File: src/rtl/regarb_pkg.sv
// ----------------------------------------------------------------------------
// regarb_pkg
//   Shared definitions for the register-bank write arbiter:
//     - half-word mask encodings understood by the register cells
//     - arbiter state encoding
//     - mask legality check (combinations that would produce no write)
// ----------------------------------------------------------------------------
package regarb_pkg;

    localparam logic [1:0] MASK_ZERO = 2'b00;
    localparam logic [1:0] MASK_LO   = 2'b01;
    localparam logic [1:0] MASK_HI   = 2'b10;
    localparam logic [1:0] MASK_FULL = 2'b11;

    typedef enum logic {
        ST_IDLE   = 1'b0,
        ST_LOCKED = 1'b1
    } state_t;

    // A cleared destination mask writes nothing unless the source is the
    // full word; every other combination reaches the register cells.
    function automatic logic mask_legal(input logic [1:0] in_mask,
                                        input logic [1:0] out_mask);
        return !((out_mask == MASK_ZERO) && (in_mask != MASK_FULL));
    endfunction

endpackage

File: src/rtl/reg_write_arbiter_rr_picker.sv
// ----------------------------------------------------------------------------
// rr_picker
//   Combinational round-robin selector. Searches the request vector starting
//   at index ptr, wrapping around, and returns the first request found.
//   Ports:
//     req       [NREQ-1:0]  request vector
//     ptr       [PW-1:0]    index where the search starts (< NREQ)
//     grant     [NREQ-1:0]  one-hot winner (all zero when nothing requests)
//     grant_idx [PW-1:0]    binary index of the winner
//     valid                 at least one request present
// ----------------------------------------------------------------------------
module rr_picker #(
    parameter int NREQ = 2,
    parameter int PW   = 1
) (
    input  logic [NREQ-1:0] req,
    input  logic [PW-1:0]   ptr,
    output logic [NREQ-1:0] grant,
    output logic [PW-1:0]   grant_idx,
    output logic            valid
);

    // Two passes: first the indices at or above the pointer, then the ones
    // below it. This gives the wrapped search order without modulo indexing.
    always_comb begin
        // NOTE: every output gets a default before any conditional assignment,
        // so no path leaves a value unassigned and no latch is inferred.
        grant     = '0;
        grant_idx = '0;
        valid     = 1'b0;
        for (int i = 0; i < NREQ; i++) begin
            if (!valid && req[i] && (i >= int'(ptr))) begin
                valid     = 1'b1;
                grant[i]  = 1'b1;
                grant_idx = PW'(i);
            end
        end
        for (int i = 0; i < NREQ; i++) begin
            if (!valid && req[i] && (i < int'(ptr))) begin
                valid     = 1'b1;
                grant[i]  = 1'b1;
                grant_idx = PW'(i);
            end
        end
    end

endmodule

File: src/rtl/reg_write_arbiter.sv
// ----------------------------------------------------------------------------
// reg_write_arbiter
//   Shares the single write port of the general register bank between NREQ
//   requesters. One write is granted per cycle, round-robin; a requester may
//   hold ownership across several writes with its lock input. All outputs are
//   registered: arbitration in cycle t, bus and ack/err in cycle t+1.
//
//   Optional build macro: REGARB_CONFLICT_CNT_EN adds conflict_cnt, a
//   saturating count of cycles in which some request had to wait.
//
//   Ports:
//     clk, rst_n                  clock, asynchronous active-low reset
//     req      [NREQ-1:0]         write request, held until ack or err
//     lock     [NREQ-1:0]         keep ownership after this write
//     addr     [NREQ*AW-1:0]      target register per requester
//     data     [NREQ*N-1:0]       write data per requester
//     in_mask  [NREQ*2-1:0]       source-half select per requester
//     out_mask [NREQ*2-1:0]       destination-half select per requester
//     ack      [NREQ-1:0]         pulse: write issued this cycle
//     err      [NREQ-1:0]         pulse: request rejected, no write
//     reg_en   [NREG-1:0]         one-hot register write enable
//     reg_in   [N-1:0]            shared write data bus
//     reg_in_mask, reg_out_mask   shared mask buses
//     busy                        a lock is held
//     conflict_cnt [15:0]         (REGARB_CONFLICT_CNT_EN only)
// ----------------------------------------------------------------------------
module reg_write_arbiter
    import regarb_pkg::*;
#(
    parameter int N    = 16,
    parameter int NREG = 8,
    parameter int NREQ = 2,
    parameter int AW   = 3
) (
    input  logic                 clk,
    input  logic                 rst_n,
    input  logic [NREQ-1:0]      req,
    input  logic [NREQ-1:0]      lock,
    input  logic [NREQ*AW-1:0]   addr,
    input  logic [NREQ*N-1:0]    data,
    input  logic [NREQ*2-1:0]    in_mask,
    input  logic [NREQ*2-1:0]    out_mask,
    output logic [NREQ-1:0]      ack,
    output logic [NREQ-1:0]      err,
    output logic [NREG-1:0]      reg_en,
    output logic [N-1:0]         reg_in,
    output logic [1:0]           reg_in_mask,
    output logic [1:0]           reg_out_mask,
    output logic                 busy
`ifdef REGARB_CONFLICT_CNT_EN
    ,
    output logic [15:0]          conflict_cnt
`endif
);

    localparam int PW = $clog2(NREQ);

    state_t          state, state_nxt;
    logic [PW-1:0]   ptr, ptr_nxt;
    logic [PW-1:0]   owner, owner_nxt;
    logic [NREQ-1:0] owner_bit;
    logic [NREQ-1:0] eligible;

    logic [NREQ-1:0] grant;
    logic [PW-1:0]   grant_idx;
    logic            pick_valid;

    logic [AW-1:0]   sel_addr;
    logic [N-1:0]    sel_data;
    logic [1:0]      sel_in;
    logic [1:0]      sel_out;
    logic            sel_lock;
    logic            sel_legal;

    logic [NREQ-1:0] ack_nxt, err_nxt;
    logic [NREG-1:0] reg_en_nxt;
    logic [N-1:0]    reg_in_nxt;
    logic [1:0]      in_m_nxt, out_m_nxt;
    logic            busy_nxt;

    assign owner_bit = NREQ'(1) << owner;

    // While locked only the owner competes, and its own ack does not hold it
    // off. Otherwise a requester answered this cycle sits out one round so a
    // held req is not granted twice for the same transaction.
    assign eligible = (state == ST_LOCKED) ? (req & owner_bit)
                                           : (req & ~(ack | err));

    rr_picker #(
        .NREQ (NREQ),
        .PW   (PW)
    ) u_picker (
        .req       (eligible),
        .ptr       (ptr),
        .grant     (grant),
        .grant_idx (grant_idx),
        .valid     (pick_valid)
    );

    // One-hot mux of the winning requester's fields.
    always_comb begin
        sel_addr = '0;
        sel_data = '0;
        sel_in   = '0;
        sel_out  = '0;
        sel_lock = 1'b0;
        for (int i = 0; i < NREQ; i++) begin
            if (grant[i]) begin
                sel_addr = addr[i*AW +: AW];
                sel_data = data[i*N +: N];
                sel_in   = in_mask[i*2 +: 2];
                sel_out  = out_mask[i*2 +: 2];
                sel_lock = lock[i];
            end
        end
    end

    // Out-of-range addresses are rejected like illegal masks; the extra bit
    // keeps the compare meaningful when NREG is exactly 2**AW.
    assign sel_legal = mask_legal(sel_in, sel_out) &&
                       ({1'b0, sel_addr} < (AW+1)'(NREG));

    always_comb begin
        state_nxt  = state;
        ptr_nxt    = ptr;
        owner_nxt  = owner;
        ack_nxt    = '0;
        err_nxt    = '0;
        reg_en_nxt = '0;
        reg_in_nxt = reg_in;
        in_m_nxt   = reg_in_mask;
        out_m_nxt  = reg_out_mask;

        if (pick_valid) begin
            ptr_nxt = (grant_idx == PW'(NREQ - 1)) ? '0 : grant_idx + PW'(1);
            if (sel_legal) begin
                ack_nxt    = grant;
                reg_en_nxt = NREG'(1) << sel_addr;
                reg_in_nxt = sel_data;
                in_m_nxt   = sel_in;
                out_m_nxt  = sel_out;
            end else begin
                err_nxt = grant;
            end
        end

        unique case (state)
            ST_IDLE: begin
                if (pick_valid && sel_legal && sel_lock) begin
                    state_nxt = ST_LOCKED;
                    owner_nxt = grant_idx;
                end
            end
            ST_LOCKED: begin
                // Dropping lock releases ownership whether or not the owner
                // is writing this cycle; a concurrent write still issues.
                if (!(|(lock & owner_bit))) begin
                    state_nxt = ST_IDLE;
                end
            end
            default: state_nxt = ST_IDLE;
        endcase

        busy_nxt = (state_nxt == ST_LOCKED);
    end

    always_ff @(posedge clk or negedge rst_n) begin
        // NOTE: the whole output stage, not just the FSM, is reset so that a
        // write in flight at reset assertion is dropped immediately.
        if (!rst_n) begin
            state        <= ST_IDLE;
            ptr          <= '0;
            owner        <= '0;
            ack          <= '0;
            err          <= '0;
            reg_en       <= '0;
            reg_in       <= '0;
            reg_in_mask  <= '0;
            reg_out_mask <= '0;
            busy         <= 1'b0;
        end else begin
            // NOTE: non-blocking assignments for all state, so every flop
            // samples the pre-edge values regardless of statement order.
            state        <= state_nxt;
            ptr          <= ptr_nxt;
            owner        <= owner_nxt;
            ack          <= ack_nxt;
            err          <= err_nxt;
            reg_en       <= reg_en_nxt;
            reg_in       <= reg_in_nxt;
            reg_in_mask  <= in_m_nxt;
            reg_out_mask <= out_m_nxt;
            busy         <= busy_nxt;
        end
    end

`ifdef REGARB_CONFLICT_CNT_EN
    // A cycle counts as a conflict when arbitration actually had to choose,
    // or when a non-owner is being held off by a lock.
    logic conflict;

    assign conflict = (state == ST_LOCKED) ? (|(req & ~owner_bit))
                                           : ($countones(eligible) >= 2);

    always_ff @(posedge clk or negedge rst_n) begin
        if (!rst_n) begin
            conflict_cnt <= '0;
        end else if (conflict && (conflict_cnt != 16'hFFFF)) begin
            conflict_cnt <= conflict_cnt + 16'd1;
        end
    end
`endif

endmodule

File: config.mk
export PLATFORM = sky130hd
export DESIGN_NAME = reg_write_arbiter
export DESIGN_NICKNAME = d
export VERILOG_FILES = /design/src/rtl/regarb_pkg.sv /design/src/rtl/reg_write_arbiter_rr_picker.sv /design/src/rtl/reg_write_arbiter.sv
export SDC_FILE = /design/constraint.sdc
export NUM_CORES = 1
export LEC_CHECK = 0
export ABC_CLOCK_PERIOD_IN_PS = 3600
export BUFFER_PORTS_ARGS = -buffer_cell sky130_fd_sc_hd__buf_4
export CORE_MARGIN = 2
export CORE_UTILIZATION = 25
export DETAILED_ROUTE_END_ITERATION = 12
export GPL_TIMING_DRIVEN = 0
export PLACE_DENSITY = 0.6
export SLEW_MARGIN = 20
export SYNTH_ARGS = -nofsm -noshare
export SYNTH_HDL_FRONTEND = slang
export SYNTH_SLANG_ARGS = --single-unit
File: constraint.sdc
create_clock -name clk -period 3.6 [get_ports clk]
set_input_delay 0.54 -clock clk [delete_from_list [all_inputs] [get_ports clk]]
set_output_delay 0.54 -clock clk [all_outputs]
set_load 0.01 [all_outputs]
==> qor.csv, run 1 <==
metric;value;unit
P&R area growth vs syn;49.50;%
most frequent cells in the layout;buf_4 (84), dfrtp_1 (35), a22o_1 (18);
vias after detailed routing;1477;
Crit Path Category;register to register;
wire per inst;13.62;microns
largest net degree at the start of global routing;36;
critical path, cell by cell;or2b_1 -> a21oi_4 -> or3b_1 -> a22oi_2 -> or2_1 -> buf_6 -> buf_12 -> mux2_4;
Synth async-reset ratio;100.0;%
Final min period;2.391;ns
status;finished, final reports clean;
Slew headroom;64.67;%
RR Endpoint;reg_in[11]$_DFFE_PN0P_;
CP max FO;10;
Synth cell types;40;
Worst-path clk slew;0.07;ns
syn nets;196;
global-route wire length before repair;7058;microns
R2R Path Start;state$_DFF_PN0_;
antenna violations before repair;0;
Tcrit/Tclk final;66.41;%
CTS root buf;clkbuf_8;
Final ANT Viol Nets;0;
Antenna diodes;0;
Worst VDD drop;0.0003454;V
delay of the slowest cell on the worst path;0.49;ns
Startpoint Class;register;
Slowest cell on crit path;dfrtp_1;
CTS sink cnt;35;
number of fill cells;687;
Overall Power;2332;uW
initial core utilization;25.82;%
P_leak;0.001315;uW
CTS tree;yes;
Critical Path End Type;register;
Ys Warns;0;
R2R cell count;8;
drt first pass iters;4;
syn_area_per_cell;12.18;sq um
Seq/Total Area, Yosys;49.93;%
placed cells;324;
count of input and output buffers;84;
FF+latch count, synth;35;
Seq. cell area;875.8;sq um
clock skew;0.007478;ns
post_cts resized;0;
crit path from;state$_DFF_PN0_;
commonest non-fill, non-tap cell in the layout;buf_4;
synthesized netlist cell count;144;
FP Rows;30;
RSZ-0062 raised after global routing;false;
vias per std cell;4.449;
GRT overflow;0;
Final Hold Fails;0;
worst-margin pin slew;0.5281;ns
Final #Nets;287;
fin. max-slew vios;0;
Num CTS Buffers;5;
Syn Std Cell Area;0.001754;sq mm
Hold WS;0.2028;ns
postcts setup bufs;0;
Initial DRC Count;47;
DP Wirelength;3434;microns
H-tree depth;2;
Die Ht;87.77;microns
clock buffer depth;2;
final setup fails;0;
pwr/cell area;889.1;mW/mm^2
Post-synth top flop;dfrtp_1;
FMAX;418.3;MHz
Total Negative Setup Slacks;0;ns
worst skew pair latency;0.28;ns
layout cell share with drive strength beyond 1;52.54;%
Ports;85;
Hold Crit Class;primary input to asynchronous set/reset pin;
routed wire length;4521;microns
hold buffer count at cts;0;
die width;87.77;microns
vias in the first global route;1469;
DRC viols;0;
worst path arrival time;2.55;ns
RD Place Congestion;0.7634;
Max Cap Viol;0;
number of flops mapped to enable cells by yosys;0;
DIE AREA;0.007703;sq mm
non-filler instance count after layout;332;
R2R Setup Slk;1.21;ns
footprint of the multi-input gates;803.3;sq um
Worst Path Required;3.76;ns
Global Route Usage Sum;12.08;%
area of the core;0.006794;sq mm
## flip-flops by register name (all words and copies together), names as in the netlist
name / cells
reg_in: 16
err: 2
reg_in_mask: 2
state: 1
ack: 2
ptr: 1
reg_out_mask: 2
owner: 1
reg_en: 8
## worst max-delay path by stage
stage,end,slack [ns],depth (start not counted)
finish,reg_in[11]$_DFFE_PN0P_,1.21,8
global route,reg_in[11]$_DFFE_PN0P_,1.08,8
CTS,reg_in[11]$_DFFE_PN0P_,1.19,8
detailed placement,reg_in[11]$_DFFE_PN0P_,1.21,9
global placement,reg_in[4]$_DFFE_PN0P_,1.21,9
floorplan,reg_in[10]$_DFFE_PN0P_,1.38,8
## kinds of logic (layout without fill, tap and decap cells)
kind of cell / after synthesis / after routing / synth area share [%]
AOI/OAI and AO/OA: 39 / 39 / 18.05
buffers and inverters: 11 / 103 / 4.279
DFF: 35 / 35 / 49.93
muxes: 19 / 19 / 14.55
and+or+nand+nor: 40 / 40 / 13.20
## cell usage after synthesis, types with 3 or more instances
| library cell | number | area [sq um] |
|---|---|---|
| dfrtp_1 | 35 | 875.8 |
| a22o_1 | 18 | 157.7 |
| mux2_4 | 11 | 165.2 |
| mux2_2 | 8 | 90.09 |
| nor2_1 | 8 | 30.03 |
| nand2_1 | 7 | 26.28 |
| o21ai_0 | 4 | 20.02 |
| a22oi_1 | 3 | 22.52 |
| and3_1 | 3 | 18.77 |
| clkbuf_1 | 3 | 11.26 |
| inv_1 | 3 | 11.26 |
| nor3b_1 | 3 | 22.52 |
| o21ai_1 | 3 | 15.01 |
## area by class of cell
class	count	share of cell area [%]
Sequential cell	35	33.40
Multi-Input combinational cell	98	30.63
Timing Repair Buffer	84	24.05
Tap cell	96	4.580
Clock buffer	6	3.149
Buffer	8	2.433
Clock inverter	2	1.336
Inverter	3	0.4294
## critical path, delay by kind of cell, from the launching register on
| kind | cells | cell delay (ns) |
|---|---|---|
| AO/OA/AOI/OAI | 2 | 0.32 |
| multiplexers | 1 | 0.30 |
| AND/OR/NAND/NOR | 3 | 0.83 |
| buffers and inverters | 2 | 0.32 |
| flip-flops | 1 | 0.49 |
## metal layers
layer,global-route usage [%],wire length (microns),up-vias
met5,0,0,-
met4,2.937,16,0
met3,4.430,334,2
met2,19.28,2093,57
met1,15.60,2077,701
li1,-,-,717
## per-stage QoR
stage	area, sq um	util (%)	worst slack (ns)
final	2623	38.60	1.209
after global routing	2623	38.60	1.081
after CTS	2623	38.60	1.195
after detailed placement	2505	36.87	1.211
after global placement	2505	36.87	1.213
after floorplan	1754	-	1.382
## power by group
part           internal (uW)  switching [uW]
Sequential               546            89.9
Clock                    224             138
Combinational            715             619
Total                   1480             847
(Power assumes the default switching activity.)
==> run 2, diff against run 1 <==
ABC_CLOCK_PERIOD_IN_PS = 2300   (was 3600)
clock period = 2.3 ns   (was 3.6 ns; I/O delays follow)
==> run 2 against run 1 <==
Net effect: combinational power grew 72%; final cell count rose by 1.8%; worst setup slack got worse by 1.2 ns; die area did not move; global-route usage is essentially flat; critical endpoint unchanged.
==> qor.csv, run 2 (synthesis gave the netlist of run 1 again) <==
metric;value;unit
RD Place Congestion;0.7634;
vias in the first global route;1474;
Max Cap Viol;0;
count of input and output buffers;84;
Final min period;2.245;ns
layout cell share with drive strength beyond 1;55.37;%
largest registers;reg_in (16), reg_en (8);
Final ANT Viol Nets;0;
CTS root buf;clkbuf_8;
area of the core;0.006794;sq mm
status;finished, final reports clean;
die width;87.77;microns
vias per std cell;4.459;
Antenna diodes;0;
Top reg by flops;reg_in;
R2R Path Start;ack[1]$_DFF_PN0_;
GRT overflow;0;
delay of the slowest cell on the worst path;0.42;ns
Clk network pwr share;14.7;%
Startpoint Class;register;
clock skew;0.008571;ns
Critical Path End Type;register;
R2R Setup Slk;0.06;ns
Worst VDD drop;0.0005516;V
Slew headroom;64.83;%
Overall Power;3851;uW
worst skew pair latency;0.28;ns
Die Ht;87.77;microns
FP Rows;30;
Final #Nets;293;
routed wire length;4593;microns
DIE AREA;0.007703;sq mm
drt first pass iters;4;
Tcrit/Tclk final;97.59;%
Hold Crit Class;primary input to asynchronous set/reset pin;
most frequent cells in the layout;buf_4 (89), dfrtp_1 (34), a22o_1 (18);
Worst Path Required;2.46;ns
CTS sink cnt;35;
CTS tree;yes;
clock buffer depth;2;
DP Wirelength;3434;microns
R2R cell count;8;
Num CTS Buffers;5;
wire per inst;13.59;microns
RR Endpoint;reg_in[11]$_DFFE_PN0P_;
Psw;1374;uW
largest net degree at the start of global routing;36;
DRC viols;0;
hold buffer count at cts;0;
combinational share of power;59.5;%
initial core utilization;25.82;%
P_leak;0.001359;uW
Crit Path Category;register to register;
fin. max-slew vios;0;
Initial DRC Count;40;
FMAX;445.5;MHz
switch share;35.69;%
Seq pwr share;25.8;%
Slowest cell on crit path;dfrtp_1;
H-tree depth;2;
Final Hold Fails;0;
max FFs per register;16;
pwr/cell area;1422;mW/mm^2
worst-margin pin slew;0.5257;ns
vias after detailed routing;1507;
Global Route Usage Sum;12.11;%
final setup fails;0;
critical path, cell by cell;nor3_4 -> o21ai_4 -> or3b_4 -> a22oi_2 -> or2_1 -> buf_6 -> buf_12 -> mux2_4;
commonest non-fill, non-tap cell in the layout;buf_4;
P&R area growth vs syn;54.35;%
antenna violations before repair;0;
P_int;2477;uW
final core utilization;39.85;%
CP max FO;10;
Ports;85;
worst path arrival time;2.41;ns
global-route wire length before repair;7079;microns
Worst-path clk slew;0.07;ns
[run 2: cell count changes in the layout (fill, tap and decap cells not counted), sizes merged]
cell and delta:
clkbuf +2, buf +4
[run 2: power groups by stage]
stage                     registers [uW]  clock network [uW]  logic [uW]
after floorplan                     1080                   0        1340
after global placement              1000                   0        2100
after detailed placement            1010                   0        2120
after CTS                            999                 594        2170
after global routing                1020                 627        2480
final                                995                 566        2290
[run 2: layout make-up]
cell class	count	area (sq um)
Buffer	8	71.32
Clock buffer	6	82.58
Timing Repair Buffer	90	688.2
Sequential cell	35	877.1
Multi-Input combinational cell	98	822.0
Inverter	3	11.26
Clock inverter	2	35.03
Tap cell	96	120.1
Fill cell	673	4086
[run 2: how the worst max path moves through the flow]
stage                                 from                      to  slack (ns)
final                     ack[1]$_DFF_PN0_  reg_in[11]$_DFFE_PN0P_        0.06
after global placement     state$_DFF_PN0_   reg_in[4]$_DFFE_PN0P_       -0.08
after floorplan            state$_DFF_PN0_  reg_in[10]$_DFFE_PN0P_        0.08
after global routing      ack[1]$_DFF_PN0_  reg_in[11]$_DFFE_PN0P_       -0.02
after CTS                  state$_DFF_PN0_  reg_in[11]$_DFFE_PN0P_        0.02
after detailed placement   state$_DFF_PN0_  reg_in[11]$_DFFE_PN0P_       -0.08
[run 2: worst max-delay path, delay by kind of cell (launching register included)]
kind                   cells  cell delay (ns)
AO/OA/AOI/OAI              2             0.31
buffers and inverters      2             0.29
flip-flops                 1             0.42
multiplexers               1             0.30
AND/OR/NAND/NOR            3             0.79
[run 2: metal layers]
layer | track usage, % | up-vias | share of wire (%)
met5 | 0 | - | 0
met4 | 2.937 | 0 | 0.35
met3 | 4.430 | 2 | 7.2
met2 | 19.42 | 55 | 47
met1 | 15.60 | 719 | 45
li1 | - | 731 | -
[run 2: timing repair]
item                       4_1_cts  5_1_grt
setup endpoints to repair       11       14
pin swaps                        1        3
gates resized for setup          2        9
setup buffers                    2        4
[run 2: metrics by stage]
| stage | std cells | cell area, sq um | TNS (ns) | setup slack (ns) | hold WS, ns |
|---|---|---|---|---|---|
| finish | 338 | 2708 | 0 | 0.05534 | 0.007913 |
| CTS | 334 | 2645 | 0 | 0.01531 | 0.02074 |
| floorplan | 144 | 1754 | 0 | 0.08231 | 0.04941 |
| detailed placement | 324 | 2505 | -0.8505 | -0.08020 | 0.3328 |
| global route | 338 | 2708 | -0.1198 | -0.01873 | 0.03439 |
| global placement | 324 | 2505 | -0.8238 | -0.07734 | 0.3316 |
